[src/rtl/square_restorer.sv]
// Rebuilds a radicand N = q*q + r from a square-root result, one shift-add per clock,
// and flags root/remainder pairs that a square-root extractor cannot produce (r > 2q).
module square_restorer #(
    parameter int WIDTH = 4
) (
    input  logic                 clk,
    input  logic                 rst_n,
    input  logic                 in_valid,
    output logic                 in_ready,
    input  logic [WIDTH-1:0]     root,
    input  logic [WIDTH:0]       remainder,
    output logic                 out_valid,
    input  logic                 out_ready,
    output logic [2*WIDTH-1:0]   radicand,
    output logic                 err,
    output logic                 busy
);

    localparam int ACC_W = 2 * WIDTH + 1;
    localparam int CNT_W = (WIDTH > 1) ? $clog2(WIDTH) : 1;
    localparam logic [CNT_W-1:0] LAST_CNT = CNT_W'(WIDTH - 1);

    typedef enum logic [1:0] {
        ST_IDLE = 2'd0,
        ST_CALC = 2'd1,
        ST_DONE = 2'd2
    } state_t;

    state_t               r_state;
    state_t               w_state_next;

    logic [ACC_W-1:0]     r_acc;
    logic [ACC_W-1:0]     w_acc_next;
    logic [ACC_W-1:0]     w_addend;
    logic [WIDTH-1:0]     r_mcand;
    logic [WIDTH-1:0]     r_mplier;
    logic [CNT_W-1:0]     r_cnt;
    logic                 r_err;
    logic                 w_inconsistent;

    logic                 r_in_ready;
    logic                 r_out_valid;
    logic                 r_busy;
    logic [2*WIDTH-1:0]   r_radicand;
    logic                 r_err_out;

    // Consistency test: any r above 2q also covers every case that would carry out of 2*WIDTH bits.
    always_comb begin
        w_inconsistent = 1'b0;
        if (remainder > {root, 1'b0}) begin
            w_inconsistent = 1'b1;
        end else begin
            w_inconsistent = 1'b0;
        end
    end

    // Next-state decode; inputs are only looked at while idle.
    always_comb begin
        w_state_next = r_state;
        case (r_state)
            ST_IDLE: begin
                if (in_valid) begin
                    w_state_next = ST_CALC;
                end else begin
                    w_state_next = ST_IDLE;
                end
            end
            ST_CALC: begin
                if (r_cnt == LAST_CNT) begin
                    w_state_next = ST_DONE;
                end else begin
                    w_state_next = ST_CALC;
                end
            end
            ST_DONE: begin
                if (out_ready) begin
                    w_state_next = ST_IDLE;
                end else begin
                    w_state_next = ST_DONE;
                end
            end
            default: begin
                w_state_next = ST_IDLE;
            end
        endcase
    end

    // One shift-add step: add the multiplicand weighted by the current bit position.
    always_comb begin
        w_addend   = ACC_W'(r_mcand) << r_cnt;
        w_acc_next = r_acc;
        if (r_mplier[0]) begin
            w_acc_next = r_acc + w_addend;
        end else begin
            w_acc_next = r_acc;
        end
    end

    // State register.
    always_ff @(posedge clk or negedge rst_n) begin
        if (!rst_n) begin
            r_state <= ST_IDLE;
        end else begin
            r_state <= w_state_next;
        end
    end

    // Datapath: load operands on acceptance, then step the multiplier for WIDTH cycles.
    always_ff @(posedge clk or negedge rst_n) begin
        if (!rst_n) begin
            r_acc    <= {ACC_W{1'b0}};
            r_mcand  <= {WIDTH{1'b0}};
            r_mplier <= {WIDTH{1'b0}};
            r_cnt    <= {CNT_W{1'b0}};
            r_err    <= 1'b0;
        end else begin
            case (r_state)
                ST_IDLE: begin
                    if (in_valid) begin
                        r_acc    <= ACC_W'(remainder);
                        r_mcand  <= root;
                        r_mplier <= root;
                        r_cnt    <= {CNT_W{1'b0}};
                        r_err    <= w_inconsistent;
                    end
                end
                ST_CALC: begin
                    r_acc    <= w_acc_next;
                    r_mplier <= r_mplier >> 1;
                    r_cnt    <= r_cnt + CNT_W'(1);
                end
                default: begin
                    r_acc    <= r_acc;
                end
            endcase
        end
    end

    // Handshake and result registers, derived from the next state so they change with it.
    always_ff @(posedge clk or negedge rst_n) begin
        if (!rst_n) begin
            r_in_ready  <= 1'b1;
            r_out_valid <= 1'b0;
            r_busy      <= 1'b0;
            r_radicand  <= {(2*WIDTH){1'b0}};
            r_err_out   <= 1'b0;
        end else begin
            r_in_ready  <= (w_state_next == ST_IDLE);
            r_out_valid <= (w_state_next == ST_DONE);
            r_busy      <= (w_state_next != ST_IDLE);
            if ((r_state == ST_CALC) && (w_state_next == ST_DONE)) begin
                r_radicand <= w_acc_next[2*WIDTH-1:0];
                r_err_out  <= r_err;
            end else if (w_state_next == ST_DONE) begin
                r_radicand <= r_radicand;
                r_err_out  <= r_err_out;
            end else begin
                r_radicand <= {(2*WIDTH){1'b0}};
                r_err_out  <= 1'b0;
            end
        end
    end

    assign in_ready  = r_in_ready;
    assign out_valid = r_out_valid;
    assign busy      = r_busy;
    assign radicand  = r_radicand;
    assign err       = r_err_out;

endmodule
[config.mk]
export PLATFORM = sky130hd
export DESIGN_NAME = square_restorer
export DESIGN_NICKNAME = d
export VERILOG_FILES = /design/src/rtl/square_restorer.sv
export SDC_FILE = /design/constraint.sdc
export NUM_CORES = 1
export LEC_CHECK = 0
export CAP_MARGIN = 15
export CORE_MARGIN = 2
export CORE_UTILIZATION = 59
export CTS_CLUSTER_SIZE = 40
export DETAILED_ROUTE_END_ITERATION = 8
export MAX_ROUTING_LAYER = met4
export PLACE_DENSITY = 0.94
export RECOVER_POWER = 100
export SLEW_MARGIN = 20
export SYNTH_ARGS = -nofsm -noshare
export SYNTH_HDL_FRONTEND = slang
export SYNTH_SLANG_ARGS = --single-unit
[constraint.sdc]
create_clock -name clk -period 5.4 [get_ports clk]
set_input_delay 1.08 -clock clk [delete_from_list [all_inputs] [get_ports clk]]
set_output_delay 1.08 -clock clk [all_outputs]
set_load 0.01 [all_outputs]
### Yosys cells after proc, flatten, opt, wreduce, memory -nomap -nowiden

Cells that the tools add are included.

| word-level totals | value |
|---|---|
| bits in read-only memories | 0 |
| memories kept | 0 |
| word-level logic and storage cells | 47 |
| register bits | 34 |
| output and inout port bits | 12 |
| memory bits (writable) | 0 |
| input port bits | 13 |
| bits in latches | 0 |

| cells by class | value |
|---|---|
| muxes and demuxes | 16 |
| bitwise logic cells | 0 |
| $add $sub $neg | 2 |
| reduce and logical (&&, ||, !) cells | 8 |
| $lt $le $gt $ge | 1 |
| divide/modulo/power cells | 0 |
| shift operators | 1 |
| eq/ne operators | 7 |
| multipliers | 0 |

Operators with widths:

| cell | number |
|---|---|
| $mux W9 | 2 |
| $pmux W9 S2 | 1 |
| $mux W8 | 2 |
| $add A9 B9 Y9 | 1 |
| $shl A4 B2 Y9 | 1 |
| $pmux W4 S2 | 1 |
| $eq A2 B2 Y1 const B | 3 |
| $mux W2 | 3 |
| $pmux W2 S3 | 1 |
| $gt A5 B5 Y1 | 1 |
| $logic_not A2 Y1 | 2 |
| $mux W1 | 4 |
| $mux W4 | 1 |
| $ne A2 B2 Y1 const B | 2 |
| $pmux W2 S2 | 1 |
| $reduce_and A2 Y1 | 2 |
| $reduce_bool A2 Y1 | 2 |
| $reduce_and A3 Y1 | 1 |
| $add A2 B1 Y2 const B | 1 |
| $eq A2 B1 Y1 const B | 1 |
| $ne A2 B1 Y1 const B | 1 |
| $logic_and A1 B1 Y1 | 1 |

### Longest topological paths before layout

| depth | value |
|---|---|
| depth in word-level cells | 6 |
| depth in mapped cells | 9 |
| gate-level depth less buffers | 8 |

### Worst setup path after synthesis

OpenSTA, ideal clock, no wires.

| timing | value |
|---|---|
| path kind | register to register |
| start | reg r_cnt[0] |
| end | reg r_radicand[6], in the netlist radicand[6] |
| period minus slack after synthesis | 2.202 ns |
| library setup time | 0.077 ns |
| data required time | 5.323 ns |
| slack | 3.198 ns |
| data arrival time | 2.125 ns |
| buffers on the path | 1 |
| stages on the path, launching flop included | 10 |
| path through | dfrtp_1 -> clkbuf_1 -> mux2i_1 -> nor2_1 -> fa_1 -> a21o_1 -> a221oi_2 -> xnor2_1 -> mux2i_1 -> o21ai_1 |

| on the way | value |
|---|---|
| cells in the longest elaborated chain, start to end | 6 |
| elaborated cells on any way between the ends | 10 |
| those cells by class | 1 x add/sub; 3 x eq/ne; 1 x shift; 4 x mux; 1 x reduce/logical |

RTL lines:

| what | RTL line | RTL |
|---|---|---|
| from (decl) | 37 | `logic [CNT_W-1:0] r_cnt;` |
| from (signal assigned) | 114 | `r_cnt <= {CNT_W{1'b0}};` |
| from (signal assigned) | 123 | `r_cnt <= {CNT_W{1'b0}};` |
| from (signal assigned) | 130 | `r_cnt <= r_cnt + CNT_W'(1);` |
| branches (longest 6 deep; another with $add A9 B9 Y9) | n/a |  |
| to (signal assigned) | 152 | `r_radicand <= w_acc_next[2*WIDTH-1:0];` |
| to (signal assigned) | 155 | `r_radicand <= r_radicand;` |
| to (signal assigned) | 158 | `r_radicand <= {(2*WIDTH){1'b0}};` |
| to (decl) | 44 | `logic [2*WIDTH-1:0] r_radicand;` |

Several ways; the timed one is not identified. The select of a mux whose other input is x is not followed.
A chain may end at the register's enable or synchronous reset.

==> impl_metrics.csv <==
group,metric,value,unit
timing,tns,0,ns
synth,synth_common_cells,"dfrtp_1 (32), nand2_1 (22), a21oi_1 (21)",
worst_setup_path,worstPathRequired,5.53,ns
finish,diodes,0,
synth,async_flop_share,100,%
timing,setup_viol,0,
global_routing,grt_pass1_vias,1419,
floorplanning,io_pins,25,
clock_tree,clock-sinks,33,
worst_setup_path,cpPeakStageDelay,1.23,ns
timing,rsz0062_at_grt,"no",
clock_tree,hold_buffers,0,
worst_hold_path,whs_path_depth,2,
finish,area_delta_synth_final,14.4,%
global_routing,grt_pass1_wl,6.60,mm
floorplanning,die_w,60.3,µm
worst_setup_path,end_kind,"async pin",
place,routabilityCongestion,0.864,
synth,synth_top_area_cell,"dfrtp_1",
synth,syn_area,1870,µm²
route,first_iter_violations,41,
floorplanning,die_h,60.3,µm
route,drc,0,
worst_setup_path,critPathBufInv,2,
finish,layout.nets,239,
power,power_frac_comb,53.5,%
clock_tree,cts-resized-gates,0,
worst_setup_path,crit_arrival,2.83,ns
worst_setup_path,path_max_fanout,33,
floorplanning,dieArea,3640,µm²
route,dr.pass1.iters,4,
floorplanning,start_util,61.8,%
worst_setup_path,path_depth,2,
worst_setup_path,cp_slowest_cell,"clkbuf_1",
synth,yosysWarningCount,0,
power,swShare,44.7,%
timing,final-max-slew-violation-count,34,
power,cellLeakagePower,0.994,nW
synth,synthFlopType,"dfrtp_1",
floorplanning,core,3030,µm²
global_routing,grt_max_degree,34,
place,place_hpwl,2.95,mm
clock_tree,cts_max_level,2,
power,power.density_cell_area,575,nW/µm²
finish,drive_gt1_share,3.74,%
timing,maxSlewHeadroom,-13.7,%
run_status,status,"finished with violations",
timing,fin_crit_sh,50.1,%
timing,finalHoldViolations,0,
clock_tree,cts_root_buffer,"clkbuf_4",
timing,worst_slew_pin_slew,1.71,ns
power,peakVddDrop,0.324,mV
route,viasPerCell,5.81,
worst_hold_path,hold_path_class,"flip-flop to flip-flop",
place,place.port_buffers,24,
synth,synth.top_cell.area_share,42.8,%
power,internal_power,0.680,mW
route,wire_per_inst,14.8,µm
floorplanning,rows,20,
clock_tree,cts_buffer_depth,2,
global_routing,antenna_found_initial,0,
timing,fmax,0.370,GHz
route,via_count,1498,
worst_setup_path,path_class,"input port to async pin",
synth,synthTopCellsByArea,"dfrtp_1 (43%), ha_1 (8.0%), a21oi_1 (5.6%)",
power,seq_power_share,35.9,%
synth,synthesis.nets,216,
power,clkPwrFrac,10.6,%
clock_tree,numCtsBuffers,5,
synth,ys_seq_area_share,44.2,%
synth,synth_cell_type_count,38,
route,totalWireLength,3.81,mm
clock_tree,cts_setup_buffers,0,
timing,fin_crit,2.70,ns
worst_setup_path,crit_family,"buffers and inverters",
worst_setup_path,crit_path_cell_trace,"dlygate4sd3_1, clkbuf_1",
run,cap_viol_max_count,1,
clock_tree,clk_latency,0.34,ns
synth,synthCells,190,
run_status,violations,"capacitance limit, slew limit",
synth,synth.most_common_cell,"dfrtp_1",
worst_setup_path,startpoint_type,"input port",
power,total_power,1.23,mW
route,ant_nets,0,
clock_tree,cts_tree,"done",
global_routing,overflow,0,
synth,ys_ff_latch,33,
global_routing,grt_usage,25.7,%
power,power.switching,0.550,mW
synth,synth-edff-count,0,
timing,fin_skew,0.0122,ns
synth,synth.avg_cell_area,9.84,µm²
clock_tree,clk_pin_slew,0.10,ns
worst_setup_path,reg2reg_depth,8,
[flip-flops by register name (all words and copies together), names as in the netlist]
signal / cells
r_acc: 8
radicand: 8
r_mcand: 4
r_mplier: 4
r_cnt: 2
r_state: 2
busy: 1
err: 1
in_ready: 1
out_valid: 1
r_err: 1
[area by class of cell]
cell class | count | area (µm²)
Clock buffer | 7 | 45.0
Clock inverter | 1 | 5.00
Fill cell | 233 | 888
Inverter | 6 | 22.5
Multi-Input combinational cell | 142 | 941
Sequential cell | 33 | 827
Tap cell | 44 | 55.1
Timing Repair Buffer | 25 | 244
[metrics by stage]
stage          utilization [%]  hold slack (ns)  instances  worst slack, ns  area (µm²)
6_report                  70.7            0.484        258             2.70        2140
5_1_grt                   70.7            0.515        258             2.22        2140
4_1_cts                   71.8            0.497        258             2.95        2170
3_5_place_dp              70.1            0.475        250             2.75        2120
3_3_place_gp              70.1            0.460        250             2.82        2120
2_1_floorplan                -            0.449        190             3.20        1870
[worst paths after layout]
kind,start,slack (ns),endpoint
worst max-delay path,rst_n,2.70,r_mcand[2]$_DFFE_PN0P_
worst min-delay path,radicand[5]$_DFFE_PN0P_,0.48,radicand[5]$_DFFE_PN0P_
worst max register to register,r_cnt[0]$_DFFE_PN0P_,2.92,radicand[6]$_DFFE_PN0P_
worst min register to register,radicand[5]$_DFFE_PN0P_,0.48,radicand[5]$_DFFE_PN0P_
max in group clk,out_ready,2.86,radicand[3]$_DFFE_PN0P_
min in group asynchronous,rst_n,1.71,radicand[3]$_DFFE_PN0P_
[power by group through the flow]
stage / combinational, mW / clock, mW / sequential, mW
global placement: 0.660 / 0 / 0.442
global route: 0.736 / 0.142 / 0.454
floorplan: 0.559 / 0 / 0.398
finish: 0.659 / 0.130 / 0.442
CTS: 0.690 / 0.131 / 0.442
detailed placement: 0.686 / 0 / 0.447
[logic make-up (layout without fill, tap and decap cells)]
logic type,count (synthesis),in the layout,synth area share [%]
buffers and inverters,15,39,3.88
muxes,8,8,4.28
xor gates and xnor gates,6,6,2.81
DFF,33,33,44.2
and+or+nand+nor,52,52,14.8
AOI/OAI and AO/OA,63,63,20.9
adders and majority gates,13,13,9.10
[layer usage]
layer  GRT usage, %  routed length [µm]  vias to the layer above
met1           34.1                1740                      713
met4           7.30                  44                        0
met5              -                   0                        -
met3           6.28                 211                        6
met2           39.3                1820                       52
li1               -                   -                      727
[placed cells by master, fill, tap and decap left out, types with 3 or more instances in the layout]
master           count
mux2i_1              8
xor2_1               4
a21o_1               3
ha_1                12
o31ai_1              4
clkbuf_4             5
dfrtp_1             32
nor2_1               7
clkdlybuf4s50_1      9
nand2_1             22
nor3b_1              5
a21oi_1             22
clkbuf_1             3
dlygate4sd3_1       15
nor2b_1              8
a22o_1               3
o22ai_1              5
o21ai_0             17
nand2b_1             3
inv_1                6
(Power assumes the default switching activity.)
